File: src/rtl/mips_ctrl_pkg.sv
// Shared encodings for the multicycle MIPS controller: opcodes, state codes,
// datapath select encodings and the bundled strobe struct.
package mips_ctrl_pkg;

  localparam logic [5:0] OP_RTYPE = 6'b000000;
  localparam logic [5:0] OP_LW    = 6'b100011;
  localparam logic [5:0] OP_SW    = 6'b101011;
  localparam logic [5:0] OP_BEQ   = 6'b000100;
  localparam logic [5:0] OP_BNE   = 6'b000101;
  localparam logic [5:0] OP_ADDI  = 6'b001000;
  localparam logic [5:0] OP_ANDI  = 6'b001100;
  localparam logic [5:0] OP_ORI   = 6'b001101;
  localparam logic [5:0] OP_J     = 6'b000010;

  typedef enum logic [3:0] {
    S_FETCH  = 4'd0,  S_DECODE = 4'd1,  S_MEMADR = 4'd2,  S_MEMRD = 4'd3,
    S_MEMWB  = 4'd4,  S_MEMWR  = 4'd5,  S_EXEC   = 4'd6,  S_RWB   = 4'd7,
    S_BRANCH = 4'd8,  S_IEXEC  = 4'd9,  S_IWB    = 4'd10, S_JUMP  = 4'd11,
    S_TRAP   = 4'd12, S_IDLE   = 4'd13
  } state_e;

  localparam logic [1:0] ALU_ADD   = 2'b00;
  localparam logic [1:0] ALU_SUB   = 2'b01;
  localparam logic [1:0] ALU_FUNCT = 2'b10;
  localparam logic [1:0] ALU_LOGI  = 2'b11;

  localparam logic [1:0] SRCB_RT    = 2'b00;
  localparam logic [1:0] SRCB_FOUR  = 2'b01;
  localparam logic [1:0] SRCB_IMM   = 2'b10;
  localparam logic [1:0] SRCB_IMMSH = 2'b11;

  localparam logic [1:0] PCS_ALU    = 2'b00;
  localparam logic [1:0] PCS_ALUOUT = 2'b01;
  localparam logic [1:0] PCS_JUMP   = 2'b10;

  typedef struct packed {
    logic       pc_write;
    logic       iord;
    logic       mem_read;
    logic       mem_write;
    logic       ir_write;
    logic       reg_dest;
    logic       mem_to_reg;
    logic       reg_write;
    logic       alu_src_a;
    logic [1:0] alu_src_b;
    logic [1:0] alu_op;
    logic [1:0] pc_source;
    logic       instr_done;
    logic       exception;
  } ctrl_t;

  function automatic logic op_legal(input logic [5:0] op);
    case (op)
      OP_RTYPE, OP_LW, OP_SW, OP_BEQ, OP_BNE,
      OP_ADDI, OP_ANDI, OP_ORI, OP_J: return 1'b1;
      default:                         return 1'b0;
    endcase
  endfunction

endpackage

File: src/rtl/ctrl_out_decode.sv
// Combinational strobe decode: Moore outputs per state, plus the branch
// condition and memory-completion gating of the commit strobes.
module ctrl_out_decode
  import mips_ctrl_pkg::*;
#(
  parameter bit ILLEGAL_TRAP = 1'b1
) (
  input  state_e     state_i,
  input  logic [5:0] op_i,
  input  logic       zero_i,
  input  logic       mem_done_i,
  output ctrl_t      ctrl_o
);

  always_comb begin
    ctrl_o = '0;
    unique case (state_i)
      S_FETCH: begin
        ctrl_o.mem_read  = 1'b1;
        ctrl_o.alu_src_b = SRCB_FOUR;
        ctrl_o.ir_write  = mem_done_i;
        ctrl_o.pc_write  = mem_done_i;
      end
      S_DECODE: begin
        ctrl_o.alu_src_b  = SRCB_IMMSH;
        ctrl_o.instr_done = !ILLEGAL_TRAP && !op_legal(op_i);
      end
      S_MEMADR: begin
        ctrl_o.alu_src_a = 1'b1;
        ctrl_o.alu_src_b = SRCB_IMM;
      end
      S_MEMRD: begin
        ctrl_o.mem_read = 1'b1;
        ctrl_o.iord     = 1'b1;
      end
      S_MEMWB: begin
        ctrl_o.reg_write  = 1'b1;
        ctrl_o.mem_to_reg = 1'b1;
        ctrl_o.instr_done = 1'b1;
      end
      S_MEMWR: begin
        ctrl_o.mem_write  = 1'b1;
        ctrl_o.iord       = 1'b1;
        ctrl_o.instr_done = mem_done_i;
      end
      S_EXEC: begin
        ctrl_o.alu_src_a = 1'b1;
        ctrl_o.alu_src_b = SRCB_RT;
        ctrl_o.alu_op    = ALU_FUNCT;
      end
      S_RWB: begin
        ctrl_o.reg_write  = 1'b1;
        ctrl_o.reg_dest   = 1'b1;
        ctrl_o.instr_done = 1'b1;
      end
      S_BRANCH: begin
        // BNE shares the subtract; only the sense of Zero flips
        ctrl_o.alu_src_a  = 1'b1;
        ctrl_o.alu_op     = ALU_SUB;
        ctrl_o.pc_source  = PCS_ALUOUT;
        ctrl_o.instr_done = 1'b1;
        ctrl_o.pc_write   = (op_i == OP_BNE) ? !zero_i : zero_i;
      end
      S_IEXEC: begin
        ctrl_o.alu_src_a = 1'b1;
        ctrl_o.alu_src_b = SRCB_IMM;
        ctrl_o.alu_op    = (op_i == OP_ADDI) ? ALU_ADD : ALU_LOGI;
      end
      S_IWB: begin
        ctrl_o.reg_write  = 1'b1;
        ctrl_o.instr_done = 1'b1;
      end
      S_JUMP: begin
        ctrl_o.pc_write   = 1'b1;
        ctrl_o.pc_source  = PCS_JUMP;
        ctrl_o.instr_done = 1'b1;
      end
      S_TRAP:  ctrl_o.exception = 1'b1;
      default: ;
    endcase
  end

endmodule

File: src/rtl/multicycle_control.sv
// Multicycle MIPS main controller: state register, opcode latch and
// next-state sequencing; strobes come from ctrl_out_decode.
module multicycle_control
  import mips_ctrl_pkg::*;
#(
  parameter bit MEM_HANDSHAKE = 1'b1,
  parameter bit ILLEGAL_TRAP  = 1'b1
) (
  input  logic       clk,
  input  logic       rst_n,
  input  logic [5:0] OpCode,
  input  logic       Zero,
  input  logic       MemReady,
  output logic       PCWrite,
  output logic       IorD,
  output logic       MemRead,
  output logic       MemWrite,
  output logic       IRWrite,
  output logic       RegDest,
  output logic       MemtoReg,
  output logic       RegWrite,
  output logic       ALUSrcA,
  output logic [1:0] ALUSrcB,
  output logic [1:0] ALUOp,
  output logic [1:0] PCSource,
  output logic       InstrDone,
  output logic       Exception,
  output logic [3:0] State
);

  state_e     state_q, state_d;
  logic [5:0] op_q, op_d, op_eff;
  logic       mem_done;
  ctrl_t      ctrl;

  assign mem_done = !MEM_HANDSHAKE || MemReady;
  // DECODE sees the live IR field; the latch only becomes valid afterwards
  assign op_eff   = (state_q == S_DECODE) ? OpCode : op_q;

  always_comb begin
    state_d = state_q;
    op_d    = op_q;
    unique case (state_q)
      S_IDLE:   state_d = S_FETCH;
      S_FETCH:  if (mem_done) state_d = S_DECODE;
      S_DECODE: begin
        op_d = OpCode;
        case (OpCode)
          OP_LW, OP_SW:             state_d = S_MEMADR;
          OP_RTYPE:                 state_d = S_EXEC;
          OP_BEQ, OP_BNE:           state_d = S_BRANCH;
          OP_ADDI, OP_ANDI, OP_ORI: state_d = S_IEXEC;
          OP_J:                     state_d = S_JUMP;
          default: begin
            if (ILLEGAL_TRAP) state_d = S_TRAP;
            else              state_d = S_FETCH;
          end
        endcase
      end
      S_MEMADR: begin
        if (op_q == OP_SW) state_d = S_MEMWR;
        else               state_d = S_MEMRD;
      end
      S_MEMRD:  if (mem_done) state_d = S_MEMWB;
      S_MEMWR:  if (mem_done) state_d = S_FETCH;
      S_EXEC:   state_d = S_RWB;
      S_IEXEC:  state_d = S_IWB;
      S_MEMWB, S_RWB, S_IWB, S_BRANCH, S_JUMP: state_d = S_FETCH;
      S_TRAP:   state_d = S_TRAP;
      default:  state_d = S_IDLE;
    endcase
  end

  always_ff @(posedge clk) begin
    if (!rst_n) begin
      state_q <= S_IDLE;
      op_q    <= '0;
    end else begin
      state_q <= state_d;
      op_q    <= op_d;
    end
  end

  ctrl_out_decode #(.ILLEGAL_TRAP(ILLEGAL_TRAP)) u_dec (
    .state_i    (state_q),
    .op_i       (op_eff),
    .zero_i     (Zero),
    .mem_done_i (mem_done),
    .ctrl_o     (ctrl)
  );

  assign PCWrite   = ctrl.pc_write;
  assign IorD      = ctrl.iord;
  assign MemRead   = ctrl.mem_read;
  assign MemWrite  = ctrl.mem_write;
  assign IRWrite   = ctrl.ir_write;
  assign RegDest   = ctrl.reg_dest;
  assign MemtoReg  = ctrl.mem_to_reg;
  assign RegWrite  = ctrl.reg_write;
  assign ALUSrcA   = ctrl.alu_src_a;
  assign ALUSrcB   = ctrl.alu_src_b;
  assign ALUOp     = ctrl.alu_op;
  assign PCSource  = ctrl.pc_source;
  assign InstrDone = ctrl.instr_done;
  assign Exception = ctrl.exception;
  assign State     = state_q;

endmodule

File: config.mk
export PLATFORM = sky130hd
export DESIGN_NAME = multicycle_control
export DESIGN_NICKNAME = d
export VERILOG_FILES = /design/src/rtl/mips_ctrl_pkg.sv /design/src/rtl/ctrl_out_decode.sv /design/src/rtl/multicycle_control.sv
export SDC_FILE = /design/constraint.sdc
export NUM_CORES = 1
export LEC_CHECK = 0
export BUFFER_PORTS_ARGS = -buffer_cell sky130_fd_sc_hd__buf_4
export CORE_MARGIN = 8
export CORE_UTILIZATION = 44
export DETAILED_ROUTE_END_ITERATION = 8
export PLACE_DENSITY = 0.79
export REMOVE_ABC_BUFFERS = 1
export SYNTH_ARGS = -nofsm -noshare
export SYNTH_HDL_FRONTEND = slang
export SYNTH_HIERARCHICAL = 1
export SYNTH_SLANG_ARGS = --single-unit
File: constraint.sdc
create_clock -name clk -period 2.2 [get_ports clk]
set_input_delay 0.11 -clock clk [delete_from_list [all_inputs] [get_ports clk]]
set_output_delay 0.11 -clock clk [all_outputs]
set_load 0.005 [all_outputs]
==> results by group, run 1 <==
Cells and area
  – Ant diodes: 0
  – Design Area, Final: 0.00121 mm²
  – Share of cells above drive strength 1: 0.386
  – Fin cells: roughly 170
  – Fillers: 170
  – Final Util: 0.638
  – Area grow syn2layout: 40.2%
  – Layout Nets: approximately 160

Die
  – Die area: ~0.0036 mm²
  – IO Pins: 31
  – Core area: 0.00190 mm²
  – Die span in x: 60.3 µm
  – Row Count: 16
  – Die Span Y: 60.3 µm
  – Starting density of the core: 0.455

Pwr
  – Peak supply drop: 0.519 mV
  – Net load switching power: 0.234 mW
  – Total power: between 0.6 and 0.7 mW
  – Combinational power share: 0.493
  – Power Density: 539 mW/mm²
  – Seq pwr share: 0.318
  – Leak Pwr: approximately 0.51 nW
  – Cell internal pwr: 0.419 mW
  – Clock power frac: 0.189
  – Sw frac: 0.358

Run
  – Max-cap violations: 0

Detailed routing
  – Routed vias: 969
  – DRC Markers: 0
  – First-pass iteration count of the detailed router: 4
  – DRT Wirelength: 2600 µm
  – Avg WL per Cell: ~15 µm
  – Initial DRC count: 27
  – ANT nets after route: 0
  – DR vias/cell: 5.63

Critical path
  – Setup CP Type: register to output pin
  – Crit-path cells: nand2b_4 -> nor3_4 -> mux2_4 -> or3_4 -> nor3_2 -> xor2_1 -> a211o_1 -> buf_6
  – WP data required: approximately 2100 ps
  – Crit path DAT: 2300 ps
  – Critical path capture point type: output pin
  – Crit path max-delay cell type: or3_4
  – CP Max Fanout: 4
  – Worst path max stage delay: 410 ps
  – Nature of the critical path startpoint: register

Clock tree
  – Clock Sinks: 10
  – TritonCTS buffer count: 3
  – CTS Hold Bufs: 0
  – Root Buffer: clkbuf_4
  – Clock buffer depth: 2
  – H-tree Lvls: 1
  – Clock insertion delay at the later pin of the skew report: 260 ps
  – Clk pin slew, worst setup/hold paths: 70 ps
  – CTS tree: built

Yosys
  – FFs w/ async S/R, synth: 0
  – Sequential element share of the synthesized area: 0.232
  – YS warnings: 6
  – EDFF count, synth: 0
  – #FFs+latches synth: 10
  – Synth Area per Inst: 7.86 µm²
  – Synth Instances: between 100 and 150
  – Synth unique cells: 41
  – Top_reg_cell synth: dfxtp_1
  – Netlist Area Pre-Place: 865 µm²

Timing
  – Final slew viol count: 0
  – Final hold vios: 0
  – Final setup margin: -208 ps
  – Worst-margin pin slew: 404 ps
  – Final period util: 1.09
  – Max_slew headroom: 0.730
  – Fmax: 415 MHz
  – Final setup viols: 3
  – Worst Hold Slack: 115 ps
  – Worst Skew: 7.08 ps
  – Min cycle time layout: between 2000 and 2500 ps
  – RSZ-0062 raised after global routing: yes

Global routing
  – Largest net degree at the start of global routing: 22
  – Total GRT Usage: 0.145
  – Via count of the first global-routing pass: roughly 960
  – Global-route wire length before repair: around 4200 µm
  – Final global-route overflow total: 0
  – Initial antenna violation count: 0

Outcome
  – Status: finished, violations left
  – Failing checks: negative setup slack

Min path
  – Hold/Removal Path Class: input port to register

Placed design
  – Port bufs: 30
  – Detailed Place HPWL: 2010 µm
  – Final GP Congestion: 0.864
  – Dpl cell area: approximately 0.0011 mm²
  – Dpl cells: 168
metal layers:
layer  vias up  track usage  part of all wire  routed length, µm
met4         0       0.0544            0.0073                 19
met1       447        0.158              0.39               1020
met5         -            0                 0                  0
met3         4       0.0387             0.094                245
li1        478            -                 -                  -
met2        40        0.258              0.51               1320
synth_stat cells, types with 2 or more instances:
cell type   n  area [µm²]
dfxtp_1    10         200
nor2_1     10        37.5
nand2b_1    9        56.3
nor3_1      8        40.0
and2_1      7        43.8
a21oi_1     6        30.0
mux2_2      6        67.6
nand2_1     6        22.5
buf_2       4        20.0
nor2b_1     4        25.0
o211ai_1    4        30.0
o21ai_0     3        15.0
inv_1       2        7.51
mux2i_1     2        20.0
nor3_2      2        20.0
o41ai_1     2        17.5
cell type report:
cell class              instances  area [µm²]  area share
multi-input cells              93         664       0.548
repair buffers                 37         282       0.232
flip-flops and latches         10         203       0.167
well taps                      27        33.8      0.0279
clock buffers                   3        22.5      0.0186
inverters                       2        7.51     0.00619
worst max-delay path: cells and delay by family, from the launching register on:
| family | cells | cell delay [ps] |
|---|---|---|
| DFF | 1 | 320 |
| and+or+nand+nor | 4 | 890 |
| xor gates and xnor gates | 1 | 90 |
| buffers and inverters | 1 | 120 |
| AOI/OAI and AO/OA | 1 | 270 |
| muxes | 1 | 340 |
power by group through the flow:
stage | sequential, mW | clock (mW) | combinational [mW]
after global placement | 0.208 | 0 | 0.296
final | 0.208 | 0.124 | 0.322
after global routing | 0.209 | 0.132 | 0.353
after floorplan | 0.238 | 0 | 0.134
after CTS | 0.207 | 0.122 | 0.315
after detailed placement | 0.209 | 0 | 0.305
cells in the final DEF (no fill, tap or decap), drive strengths merged, types with 2 or more instances in the layout:
cell / n
o211ai: 4
mux2i: 2
mux2: 6
nand2b: 9
and2: 7
dfxtp: 10
o21ai: 4
and3: 2
nor2: 10
a21oi: 6
buf: 37
nor2b: 4
inv: 2
nor3: 11
clkbuf: 3
o41ai: 2
nor4b: 2
nand2: 6
path summary, 6_finish.rpt:
kind             from  endpoint  slack (ps)  cells after the start
max          State[2]   PCWrite        -210                      8
min             rst_n  State[3]         120                      2
max reg2reg  State[2]   op_q[2]         570                      6
min reg2reg   op_q[4]   op_q[4]         650                      2
logic make-up (layout without fill, tap and decap cells):
kind of cell              after synthesis  after routing  synth area share
AOI/OAI and AO/OA                      26             26             0.204
and+or+nand+nor                        57             57             0.407
DFF                                    10             10             0.232
xor gates and xnor gates                2              2            0.0203
buffers and inverters                   7             42            0.0362
muxes                                   8              8             0.101
per-stage QoR:
step / worst slack, ps / setup TNS [ps]
after floorplan: -192 / -281
after global placement: 9.11 / 0
after detailed placement: -57.9 / -57.9
after CTS: -247 / -730
after global routing: -283 / -715
final: -208 / -483
repair_timing:
item	CTS	global route
gates resized for setup	5	3
endpoints found under the setup margin	3	3
pin swaps	5	2
buffers inserted	1	0
state kept, by name, summed over array words and instances (netlist names):
signal / cells
op_q: 6
State: 4
Power figures use the tool's default switching activity.
==> inputs of run 2 (changes only) <==
--- a/config.mk
+++ b/config.mk
@@ -10,6 +10,7 @@
 export CORE_UTILIZATION = 44
 export DETAILED_ROUTE_END_ITERATION = 8
 export PLACE_DENSITY = 0.79
+export RECOVER_POWER = 50
 export REMOVE_ABC_BUFFERS = 1
 export SYNTH_ARGS = -nofsm -noshare
 export SYNTH_HDL_FRONTEND = slang
==> results by group, run 2 (synthesis gave the netlist of run 1 again) <==
Run
  – Max-cap violations: 0

Clock tree
  – CTS tree: built
  – Root Buffer: clkbuf_4
  – TritonCTS buffer count: 3
  – Clk pin slew, worst setup/hold paths: 70 ps
  – Clock Sinks: 10
  – H-tree Lvls: 1
  – Clock buffer depth: 2
  – CTS Hold Bufs: 0
  – Clock insertion delay at the later pin of the skew report: 260 ps

Timing
  – Min cycle time layout: 2410 ps
  – Worst Skew: 7.08 ps
  – RSZ-0062 raised after global routing: yes
  – Final period util: 1.09
  – Final hold vios: 0
  – Final slew viol count: 0
  – Final setup viols: 3
  – Setup TNS: -484 ps
  – Worst-margin pin slew: 406 ps
  – Fmax: 415 MHz
  – Max_slew headroom: 0.728
  – Final setup margin: -209 ps

Detailed routing
  – DRT Wirelength: 2620 µm
  – DRC Markers: 0
  – First-pass iteration count of the detailed router: 4
  – Initial DRC count: 22
  – Routed vias: 984
  – ANT nets after route: 0
  – Avg WL per Cell: roughly 15 µm
  – DR vias/cell: approximately 5.7

Die
  – Row Count: 16
  – Die span in x: 60.3 µm
  – Die Span Y: 60.3 µm
  – Core area: 0.00190 mm²
  – Starting density of the core: 0.455
  – IO Pins: 31
  – Die area: 0.00364 mm²

Cells and area
  – Fin cells: 172
  – Max reg flops: 6
  – Share of cells above drive strength 1: 0.366
  – Ant diodes: 0
  – Area grow syn2layout: 38.9%
  – Layout Nets: 157
  – Most frequent cells in the layout: buf_4, nor2_1, dfxtp_1, nand2b_1, nor3_1
  – Fillers: around 170
  – Commonest non-fill, non-tap cell in the layout: buf_4
  – Register bank with the most flops: op_q

Placed design
  – Port bufs: 30
  – Final GP Congestion: 0.864
  – Dpl cells: 168
  – Detailed Place HPWL: 2010 µm

Critical path
  – CP Max Fanout: 4
  – Critical path capture point type: output pin
  – FF-to-FF Start: State[2]
  – WP data required: 2090 ps
  – Crit path DAT: 2300 ps
  – Setup CP Type: register to output pin
  – Nature of the critical path startpoint: register
  – R2r setup slk: 570 ps
  – Reg2reg path depth: 6
  – Worst r2r dst: op_q[2]

Pwr
  – Leak Pwr: just under 0.5 nW
  – Power Density: 541 mW/mm²
  – Peak supply drop: 0.520 mV
  – Total power: ~0.65 mW

Global routing
  – Global-route wire length before repair: 4150 µm
  – Total GRT Usage: 0.145
  – Final global-route overflow total: 0
  – Initial antenna violation count: 0
  – Largest net degree at the start of global routing: 22
  – Via count of the first global-routing pass: around 960

Min path
  – Hold/Removal Path Class: input port to register
  – WHS Endpoint: State[3]
  – Hold wc startpoint: rst_n
  – Worst hold path stage count: 2

Outcome
  – Status: finished, violations left
  – Failing checks: negative setup slack
-- run 2: cell count changes in the layout (fill, tap and decap cells not counted) --
cell,delta
clkbuf_4,+1
and2_1,-1
clkbuf_1,+3
and2_0,+1
buf_4,-4
-- run 2: power by group --
group | total (mW) | switching, mW | internal, mW
combinational | 0.319 | 0.163 | 0.156
clock | 0.123 | 0.0604 | 0.0630
sequential | 0.208 | 0.0114 | 0.197
total | 0.650 | 0.235 | 0.416
-- run 2: how the worst max path moves through the flow --
stage | from | to | slack [ps] | cells after the start
after detailed placement | State[2] | PCWrite | -60 | 8
after floorplan | State[2] | PCWrite | -190 | 7
final | State[2] | PCWrite | -210 | 8
after CTS | State[2] | ALUOp[1] | -250 | 7
after global routing | State[2] | PCWrite | -280 | 8
after global placement | State[2] | PCWrite | 9 | 8
-- run 2: final cells by class --
class | count | area [µm²] | area share
Clock buffer | 3 | 22.5 | 0.0188
Inverter | 2 | 7.51 | 0.00625
Multi-Input combinational cell | 93 | 664 | 0.553
Sequential cell | 10 | 203 | 0.169
Tap cell | 27 | 33.8 | 0.0281
Timing Repair Buffer | 37 | 270 | 0.225
-- run 2: timing repair --
| item | in CTS | in global routing |
|---|---|---|
| buffers inserted | 1 | 0 |
| resized for setup | 5 | 3 |
| pin swaps | 5 | 2 |
| endpoints found under the setup margin | 3 | 3 |
-- run 2: worst max-delay path, cell delays in order (launching register included) --
cell,delay [ps]
dfxtp_2,330
nand2b_4,140
nor3_4,220
mux2_4,340
or3_4,410
nor3_2,130
xor2_1,90
a211o_1,270
buf_6,120
-- run 2: layer usage --
metal / track usage / part of all wire / wire [µm] / vias to the layer above
met3: 0.0387 / 0.090 / 235 / 2
li1: - / - / - / 481
met2: 0.258 / 0.50 / 1320 / 37
met5: 0 / 0 / 0 / -
met4: 0.0544 / 0.0027 / 7 / 0
met1: 0.158 / 0.41 / 1060 / 464
-- run 2: metrics by stage --
| stage | utilization | instance area (µm²) | worst slack [ps] | hold slack (ps) |
|---|---|---|---|---|
| 3_3_place_gp | 0.602 | 1140 | 9.11 | 377 |
| 6_report | 0.632 | 1200 | -209 | 115 |
| 4_1_cts | 0.628 | 1190 | -247 | 116 |
| 2_1_floorplan | - | 841 | -192 | 189 |
| 5_1_grt | 0.632 | 1200 | -283 | 107 |
| 3_5_place_dp | 0.602 | 1140 | -57.9 | 380 |
==> inputs of run 3 (changes only) <==
--- a/config.mk
+++ b/config.mk
@@ -7,11 +7,10 @@
 export LEC_CHECK = 0
 export BUFFER_PORTS_ARGS = -buffer_cell sky130_fd_sc_hd__buf_4
 export CORE_MARGIN = 8
-export CORE_UTILIZATION = 44
+export CORE_UTILIZATION = 48
 export DETAILED_ROUTE_END_ITERATION = 8
-export PLACE_DENSITY = 0.79
-export RECOVER_POWER = 50
-export REMOVE_ABC_BUFFERS = 1
+export PLACE_DENSITY = 0.82
+export RECOVER_POWER = 100
 export SYNTH_ARGS = -nofsm -noshare
 export SYNTH_HDL_FRONTEND = slang
 export SYNTH_HIERARCHICAL = 1
==> constraint.sdc (replaced) <==
create_clock -name clk -period 2.7 [get_ports clk]
set_input_delay 0.135 -clock clk [delete_from_list [all_inputs] [get_ports clk]]
set_output_delay 0.135 -clock clk [all_outputs]
set_load 0.005 [all_outputs]
==> results by group, run 3 (synthesis gave the netlist of run 1 again) <==
Outcome
  – Status: finished clean

Clock tree
  – Clock buffer depth: 2
  – H-tree Lvls: 1
  – Clock insertion delay at the later pin of the skew report: 280 ps
  – Clk pin slew, worst setup/hold paths: 70 ps
  – Clock Sinks: 10
  – CTS tree: built
  – Root Buffer: clkbuf_4
  – TritonCTS buffer count: 3

Timing
  – Final period util: 0.962
  – Fmax: 385 MHz
  – Min cycle time layout: 2600 ps
  – Setup TNS: 0 ps
  – RSZ-0062 raised after global routing: no
  – Final slew viol count: 0
  – Max_slew headroom: 0.460
  – Worst-margin pin slew: 811 ps
  – Final setup viols: 0
  – Worst Skew: 4.74 ps
  – Final hold vios: 0
  – Final setup margin: roughly 100 ps

Cells and area
  – Max reg flops: 6
  – Layout Nets: 155
  – Register bank with the most flops: op_q
  – Design Area, Final: 0.00116 mm²
  – Most frequent cells in the layout: buf_4, dfxtp_1, nor2_1
  – Ant diodes: 0
  – Commonest non-fill, non-tap cell in the layout: buf_4
  – Final Util: 0.678
  – Share of cells above drive strength 1: 0.306
  – Area grow syn2layout: 34.0%

Global routing
  – Initial antenna violation count: 0
  – Largest net degree at the start of global routing: 22
  – Total GRT Usage: 0.152
  – Via count of the first global-routing pass: between 900 and 1,000
  – Final global-route overflow total: 0
  – Global-route wire length before repair: roughly 4200 µm

Placed design
  – Dpl ws: 294 ps
  – Port bufs: 30
  – Final GP Congestion: 0.883
  – Dpl cell area: 0.00113 mm²
  – Detailed Place HPWL: 1930 µm

Critical path
  – Crit path DAT: roughly 2500 ps
  – Setup CP Type: register to output pin
  – CP Max Fanout: 4
  – Nature of the critical path startpoint: register
  – Critical path capture point type: output pin
  – WP data required: 2570 ps

Pwr
  – Leak Pwr: 0.476 nW
  – Power Density: roughly 470 mW/mm²
  – Seq pwr share: 0.305
  – Combinational power share: 0.438
  – Peak supply drop: 0.269 mV
  – Cell internal pwr: 0.353 mW
  – Clock power frac: 0.256
  – Net load switching power: between 0.15 and 0.2 mW
  – Total power: 0.548 mW
  – Sw frac: 0.356

Die
  – Die span in x: a little under 60 µm
  – IO Pins: 31
  – Core area: 0.00171 mm²
  – Starting density of the core: 0.506
  – Die Span Y: slightly below 60 µm
  – Row Count: 15
  – Die area: 0.00342 mm²

Run
  – Max-cap violations: 0

Detailed routing
  – First-pass iteration count of the detailed router: 4
  – DRT Wirelength: roughly 2600 µm
  – DRC Markers: 0
  – DR vias/cell: 5.68
  – Initial DRC count: 22
  – Routed vias: 960
  – ANT nets after route: 0
  – Avg WL per Cell: ~15 µm

Min path
  – Hold/Removal Path Class: input port to register

Yosys
  – Syn_nets: 120
## run 3: cell count changes in the layout (fill, tap and decap cells not counted), sizes merged
cell / delta
buf: -9
clkbuf: +8
## run 3: path summary, 6_finish.rpt
kind,startpoint,to,slack [ps],depth (start not counted)
hold / removal,rst_n,State[3],110,2
setup / recovery,State[2],PCWrite,100,8
hold reg to reg,op_q[1],op_q[1],620,2
setup reg to reg,State[1],State[2],690,6
## run 3: metrics by stage
step	std cells	hold WS, ps
final	169	108
after global routing	169	95.2
after CTS	169	104
after detailed placement	164	394
after global placement	164	385
after floorplan	110	214
## run 3: layout make-up
| cell class | instances | area, µm² |
|---|---|---|
| Clock buffer | 4 | 36.3 |
| Fill cell | 153 | 549 |
| Inverter | 2 | 7.51 |
| Multi-Input combinational cell | 93 | 643 |
| Sequential cell | 10 | 200 |
| Tap cell | 25 | 31.3 |
| Timing Repair Buffer | 35 | 240 |
## run 3: power by group through the flow
| stage | combinational (mW) | clock [mW] | sequential [mW] |
|---|---|---|---|
| 6_report | 0.241 | 0.141 | 0.167 |
| 3_3_place_gp | 0.238 | 0 | 0.170 |
| 5_1_grt | 0.264 | 0.151 | 0.169 |
| 3_5_place_dp | 0.244 | 0 | 0.170 |
| 2_1_floorplan | 0.131 | 0 | 0.179 |
| 4_1_cts | 0.248 | 0.142 | 0.167 |
## run 3: repair_timing
action	in CTS	in global routing
buffers inserted	1	0
endpoints found under the setup margin	1	3
pin swaps	1	1
gates resized for setup	0	3
gates cloned	0	0
hold buffers	0	0
## run 3: layer usage
layer  global-route usage  share of wire
met3               0.0348          0.034
met4               0.0524          0.011
met1                0.157           0.41
met2                0.288           0.54
met5                    0              0
## run 3: critical path, cell delays in order (launching register included)
cell and delay (ps):
dfxtp_1 310, nand2b_2 200, nor3_4 240, mux2_4 340, or3_4 400, nor3_2 180
xor2_1 80, a211o_1 290, buf_4 130
